### src/rtl/result_fifo_64bit.sv
// Show-ahead FIFO buffering {carry, sum} results from a pipelined adder.
// No upstream backpressure: pushes into a full FIFO are dropped and counted.
module result_fifo_64bit #(
  parameter int DATA_WIDTH = 64,
  parameter int DEPTH      = 8
) (
  input  logic                     clk,
  input  logic                     rst,
  input  logic                     i_en,
  input  logic [DATA_WIDTH:0]      i_result,
  input  logic                     i_ready,
  input  logic                     i_clr,
  output logic                     o_valid,
  output logic [DATA_WIDTH:0]      o_data,
  output logic [$clog2(DEPTH):0]   o_count,
  output logic                     o_full,
  output logic                     o_overflow,
  output logic [7:0]               o_drop_cnt
);
  localparam int AW = $clog2(DEPTH);
  localparam int EW = DATA_WIDTH + 1;

  logic [EW-1:0] mem_q [DEPTH];
  logic [AW-1:0] wr_ptr_q, rd_ptr_q;
  logic [AW:0]   count_q, count_d;
  logic          valid_q, full_q, ovf_q;
  logic [7:0]    drop_q;
  logic          push, pop, drop;

  // A pop frees the slot the same-cycle push lands in, so full+pop still accepts.
  assign pop     = valid_q & i_ready;
  assign push    = i_en & (~full_q | pop);
  assign drop    = i_en & full_q & ~pop;
  assign count_d = count_q + (AW+1)'(push) - (AW+1)'(pop);

  always_ff @(posedge clk) begin
    if (rst) begin
      wr_ptr_q <= '0;
      rd_ptr_q <= '0;
      count_q  <= '0;
      valid_q  <= 1'b0;
      full_q   <= 1'b0;
      ovf_q    <= 1'b0;
      drop_q   <= '0;
    end else begin
      if (push) wr_ptr_q <= wr_ptr_q + AW'(1);
      if (pop)  rd_ptr_q <= rd_ptr_q + AW'(1);
      count_q <= count_d;
      valid_q <= (count_d != '0);
      full_q  <= (count_d == (AW+1)'(DEPTH));
      if (drop) begin
        ovf_q  <= 1'b1;
        drop_q <= i_clr ? 8'd1 : ((drop_q == 8'hFF) ? drop_q : drop_q + 8'd1);
      end else if (i_clr) begin
        ovf_q  <= 1'b0;
        drop_q <= '0;
      end
    end
  end

  // Storage carries no reset; validity is tracked by the pointers and count.
  always_ff @(posedge clk) begin
    if (!rst && push) mem_q[wr_ptr_q] <= i_result;
  end

  assign o_valid    = valid_q;
  assign o_data     = mem_q[rd_ptr_q];
  assign o_count    = count_q;
  assign o_full     = full_q;
  assign o_overflow = ovf_q;
  assign o_drop_cnt = drop_q;
endmodule

### config.mk
export PLATFORM = sky130hd
export DESIGN_NAME = result_fifo_64bit
export DESIGN_NICKNAME = d
export VERILOG_FILES = /design/src/rtl/result_fifo_64bit.sv
export SDC_FILE = /design/constraint.sdc
export NUM_CORES = 1
export LEC_CHECK = 0
export CAP_MARGIN = 15
export CORE_MARGIN = 2
export CORE_UTILIZATION = 55
export CTS_CLUSTER_DIAMETER = 200
export DETAILED_ROUTE_END_ITERATION = 12
export PLACE_DENSITY_LB_ADDON = 0.05
export SYNTH_ARGS = -nofsm -noshare
export SYNTH_HDL_FRONTEND = slang
export SYNTH_SLANG_ARGS = --single-unit
export TNS_END_PERCENT = 50
### constraint.sdc
create_clock -name clk -period 18.4 [get_ports clk]
set_clock_uncertainty 0.05 [all_clocks]
set_input_delay 4.6 -clock clk [delete_from_list [all_inputs] [get_ports clk]]
set_output_delay 4.6 -clock clk [all_outputs]
set_load 0.02 [all_outputs]
======== After elaboration in Yosys (flattened, before gate mapping) ========
Memory sizes are Yosys's and may differ from the RTL's. A register that Yosys moved wholly into a read port is not among the register bits.
Index checks and enable logic that the tools add are counted.
word-level totals
  bits in registers ....................... 21
  RAM bits ................................ 520
  input bits .............................. 70
  output and inout port bits .............. 80
  logic and storage cells ................. 38
  memories ................................ 1
memory list
  memory  depth  width  rd ports  clocked after memory_dff  wr ports  RTL line  RTL
  mem_q   8      65     1         1                         1         23        logic [EW-1:0] mem_q [DEPTH];
cells by class
  add/sub/neg operators ................... 5
  eq/ne operators ......................... 3
  multiplexer cells ....................... 10
  bitwise gates (word level) .............. 7
  reductions and logical operators ........ 5
operators by type and width
  operator                                                       count
  8-bit two-way mux                                              4
  8-bit by 1-bit adder with 8-bit output, second input constant  1
  8-bit equality test, second input constant                     1
  3-bit by 1-bit adder with 3-bit output, second input constant  2
  3-bit two-way mux                                              2
  4-bit by 1-bit adder with 4-bit output                         1
  1-bit bitwise AND                                              4
  4-bit equality test, second input constant                     1
  1-bit two-way mux                                              4
  4-bit nonzero test                                             1
  4-bit by 1-bit subtractor with 4-bit output                    1
  2-bit inequality test, second input constant                   1
  1-bit NOT                                                      2
  2-bit AND reduction                                            1
  2-bit nonzero test                                             1
  1-bit logical AND                                              1
  1-bit logical NOT                                              1
  1-bit bitwise OR                                               1

======== Depth between registers and ports, before layout ========
  depth in word-level cells ............... 6
  depth in mapped cells ................... 10
  depth with buffers taken out ............ 10

======== Worst setup path before layout ========
No wires, ideal clock.
  kind .................................... input-to-reg
  start ................................... input port i_en
  end ..................................... memory mem_q[0][0] (netlist bit) (enable)
  setup time .............................. 671 ps
  arrival ................................. 11767 ps
  data required time ...................... 17679 ps
  slack ................................... 5911 ps
  cell stages on the path ................. 3
  buffers on the path ..................... 1
  path through ............................ clkbuf_1 nand2_1 nor4b_1
on the way
  word-level cells in the longest chain between the ends .. 4
RTL lines
  what                                     RTL line  RTL
  start: declaration                       9         input logic i_en,
  1-bit bitwise AND                        32        assign push = i_en & (~full_q | pop);
  1-bit logical AND                        63        if (!rst && push) mem_q[wr_ptr_q] <= i_result;
  1-bit two-way mux                        63
  1-bit two-way mux (implied by the code)  63
  end: declaration                         23
No other way between the ends.

==> results.cfg <==
[place]
portBuffers = 149
dp.cells = 1472
detailed_place_hpwl_um = 20700
gp_congestion = 0.730

[grt]
grt.total_usage_pct = 20.9
antenna_found_initial = 2
grtUsageMet3_pct = 4.58
grt.met1_usage_pct = 28.8
grt_max_degree = 69
grt_pass1_vias = 9871
grt_overflow = 0
grt_pass1_wl_um = 59400
met2_usage_pct = 34.7
top_usage_layer = met2

[outcome]
status = finished, final reports clean

[power]
intPower_w = 0.00230
power.switching_w = 0.000717
pwr-share-clk_pct = 34.0
power_density_nw_per_um2 = 124
seqPwrFrac_pct = 48.2
p_sw_share_pct = 23.8
pwr-share-comb_pct = 17.8
leakagePower_nw = 7.55
ir_drop_mv = 0.0826

[clocking]
cts_made_buffers = 53
cts.sinks = 544
root_buffer = clkbuf_16
clockBufferDepth = 3
ctsHoldBuffers = 0
clock_latency_ns = 0.57
post_cts_buffers = 0
clk_pin_slew_ns = 0.06
cts-htree-levels = 2
cts_tree = yes
post_cts_resized = 0

[logic_synthesis]
netlist_area_sq_um = 20600
yosysSeqAreaShare_pct = 78.0
synthCells = 878
yosys.area.top_type_share_pct = 75.7
synth_edf_count = 520
synth_area_leader_cell = edfxtp_1
yosys_warnings = 0
synthArstFlopShare_pct = 0
synth_top_flop_cell = edfxtp_1
ys_ff_latch = 544
syn_nets = 956
synthTopCellsByArea = edfxtp_1, mux4_2, mux2_2, dfxtp_1, buf_6
ys_types = 38
postSynthAreaPerCell_sq_um = 23.5

[worst_setup_path]
required_ns = 13.75
setup.worst_path.class = flip-flop to output pin
cp_cell_sequence = buf_4, mux4_2, mux2_2, clkdlybuf4s50_1
crit_fanout = 47
endpoint_kind = output pin
cp-start-kind = flip-flop
crit_slowest_cell = dfxtp_4
arrival_ns = 3.94
critPathMaxStageDelay_ns = 0.97

[detailed_routing]
first_pass_iters = 5
vias_per_cell = 5.89
drt-initial-drc-count = 739
wl_per_cell_um = 25.0
drt-total-wl_um = 39200
ant_nets = 0
route.vias.total = 9242
drc = 0

[layout]
stdcell_count = 1570
area_growth_pct = 17.9
layout-drive-gt1-share_pct = 27.2
nets = 1137

[die]
core_sq_um = 36800
die_area_sq_um = 39100
std_cell_rows = 70
die_w_um = 198
die_y_um = 198
num_io_pins = 150
start_util_pct = 56.1

[sta]
setup_viol = 0
setup-tns-final_ns = 0
report.final.slew_viol_count = 0
slew_headroom_pct = 32.7
rsz0062_at_grt = no
hold_violations = 0
post-route-min-period_ns = 8.59
period_share_pct = 46.7
tightest_slew_ns = 1.01
fmax_mhz = 116

[worst_hold_path]
min_path_type = flip-flop to flip-flop

[run]
maxCapViolations = 0
## sequential cells by signal, indices dropped and copies added (netlist names), named ones only
name	flops
rd_ptr_q	3
o_overflow	1
o_full	1
o_valid	1
mem_q	520
o_count	4
wr_ptr_q	3
o_drop_cnt	8
## cells by family (layout without fill, tap and decap cells)
logic type               after synthesis  after routing  share of synthesized area, %
XOR/XNOR                               7              7                         0.297
flip-flops                           544            544                          78.0
AND/OR/NAND/NOR                       53             53                          1.30
other                                  0              1                             0
adder cells (fa/ha/maj)                8              8                         0.522
buffers and inverters                 47            270                          1.28
multiplexers                         197            197                          17.8
AO/OA/AOI/OAI                         22             22                         0.710
## area by class of cell
| class | instances | area, sq um |
|---|---|---|
| flip-flops and latches | 544 | 16100 |
| fillers | 2450 | 12500 |
| multi-input cells | 287 | 4310 |
| repair buffers | 166 | 1620 |
| clock buffers | 70 | 1460 |
| well taps | 468 | 586 |
| clock inverters | 27 | 195 |
| inverters | 7 | 26.3 |
| diodes | 1 | 2.50 |
## final timing paths
| path | startpoint | end | slack [ns] | cells past startpoint |
|---|---|---|---|---|
| hold / removal | rd_ptr_q[1] | flip-flop | 0.42 | 2 |
| setup reg to reg | o_valid | mem_q[6][41] | 15.59 | 4 |
| hold reg to reg | rd_ptr_q[1] | flip-flop | 0.42 | 2 |
| setup / recovery | flip-flop | o_data[60] | 9.81 | 4 |
## cell usage in the layout (no fill, tap or decap), types with 6 or more instances in the layout
master,Yosys,routed
clkinv_1,0,15
buf_4,0,17
nand2_1,9,9
dfxtp_1,24,21
edfxtp_1,520,520
xor2_1,7,7
ha_1,7,7
inv_1,7,7
a21oi_1,10,10
clkbuf_1,19,12
mux4_2,130,130
mux2_2,66,66
nand3_1,6,6
clkbuf_16,0,55
clkdlybuf4s50_1,0,149
nor2_1,16,13
clkinv_2,0,8
## worst max-delay path: cells and delay by family (launching register included)
kind	cells	cell delay, ns
buffers and inverters	2	1.44
flip-flops	1	0.97
multiplexers	2	0.91
## synth_stat cells, types with 2 or more instances
cell	number
nand3_1	6
xor2_1	7
nor2_1	16
or3_1	3
inv_1	7
or4_1	2
buf_6	11
mux2_2	66
nor2b_1	3
nand3b_1	2
buf_1	6
edfxtp_1	520
mux4_2	130
nand2_1	9
nor3_1	3
dfxtp_1	24
clkbuf_1	19
a21oi_1	10
o31ai_1	2
o21ai_0	3
ha_1	7
nand4_1	3
buf_2	4
## layer usage
layer  vias to the layer above  wire length (um)
met4                         2               657
met2                       215             19700
met1                      4898             16800
met5                         -                12
li1                       4070                 -
met3                        57              2120
## through the flow
step / util [%] / power [W] / hold slack [ns] / setup slack, ns / area (sq um)
4_1_cts: 66.1 / 0.00305 / 0.424 / 9.66 / 24300
3_3_place_gp: 61.6 / 0.00202 / 0.406 / 10.29 / 22700
3_5_place_dp: 61.6 / 0.00202 / 0.415 / 10.28 / 22700
5_1_grt: 66.1 / 0.00313 / 0.453 / 9.48 / 24300
2_1_floorplan: - / 0.00184 / 0.404 / 5.91 / 20600
6_report: 66.1 / 0.00301 / 0.421 / 9.81 / 24300
## power groups by stage
stage	sequential, W	clock (W)	combinational [W]
2_1_floorplan	0.00146	0	0.000376
3_3_place_gp	0.00148	0	0.000542
3_5_place_dp	0.00148	0	0.000544
4_1_cts	0.00145	0.00105	0.000548
5_1_grt	0.00146	0.00110	0.000575
6_report	0.00145	0.00103	0.000536
Note: power is estimated with default switching activity, not from simulation.
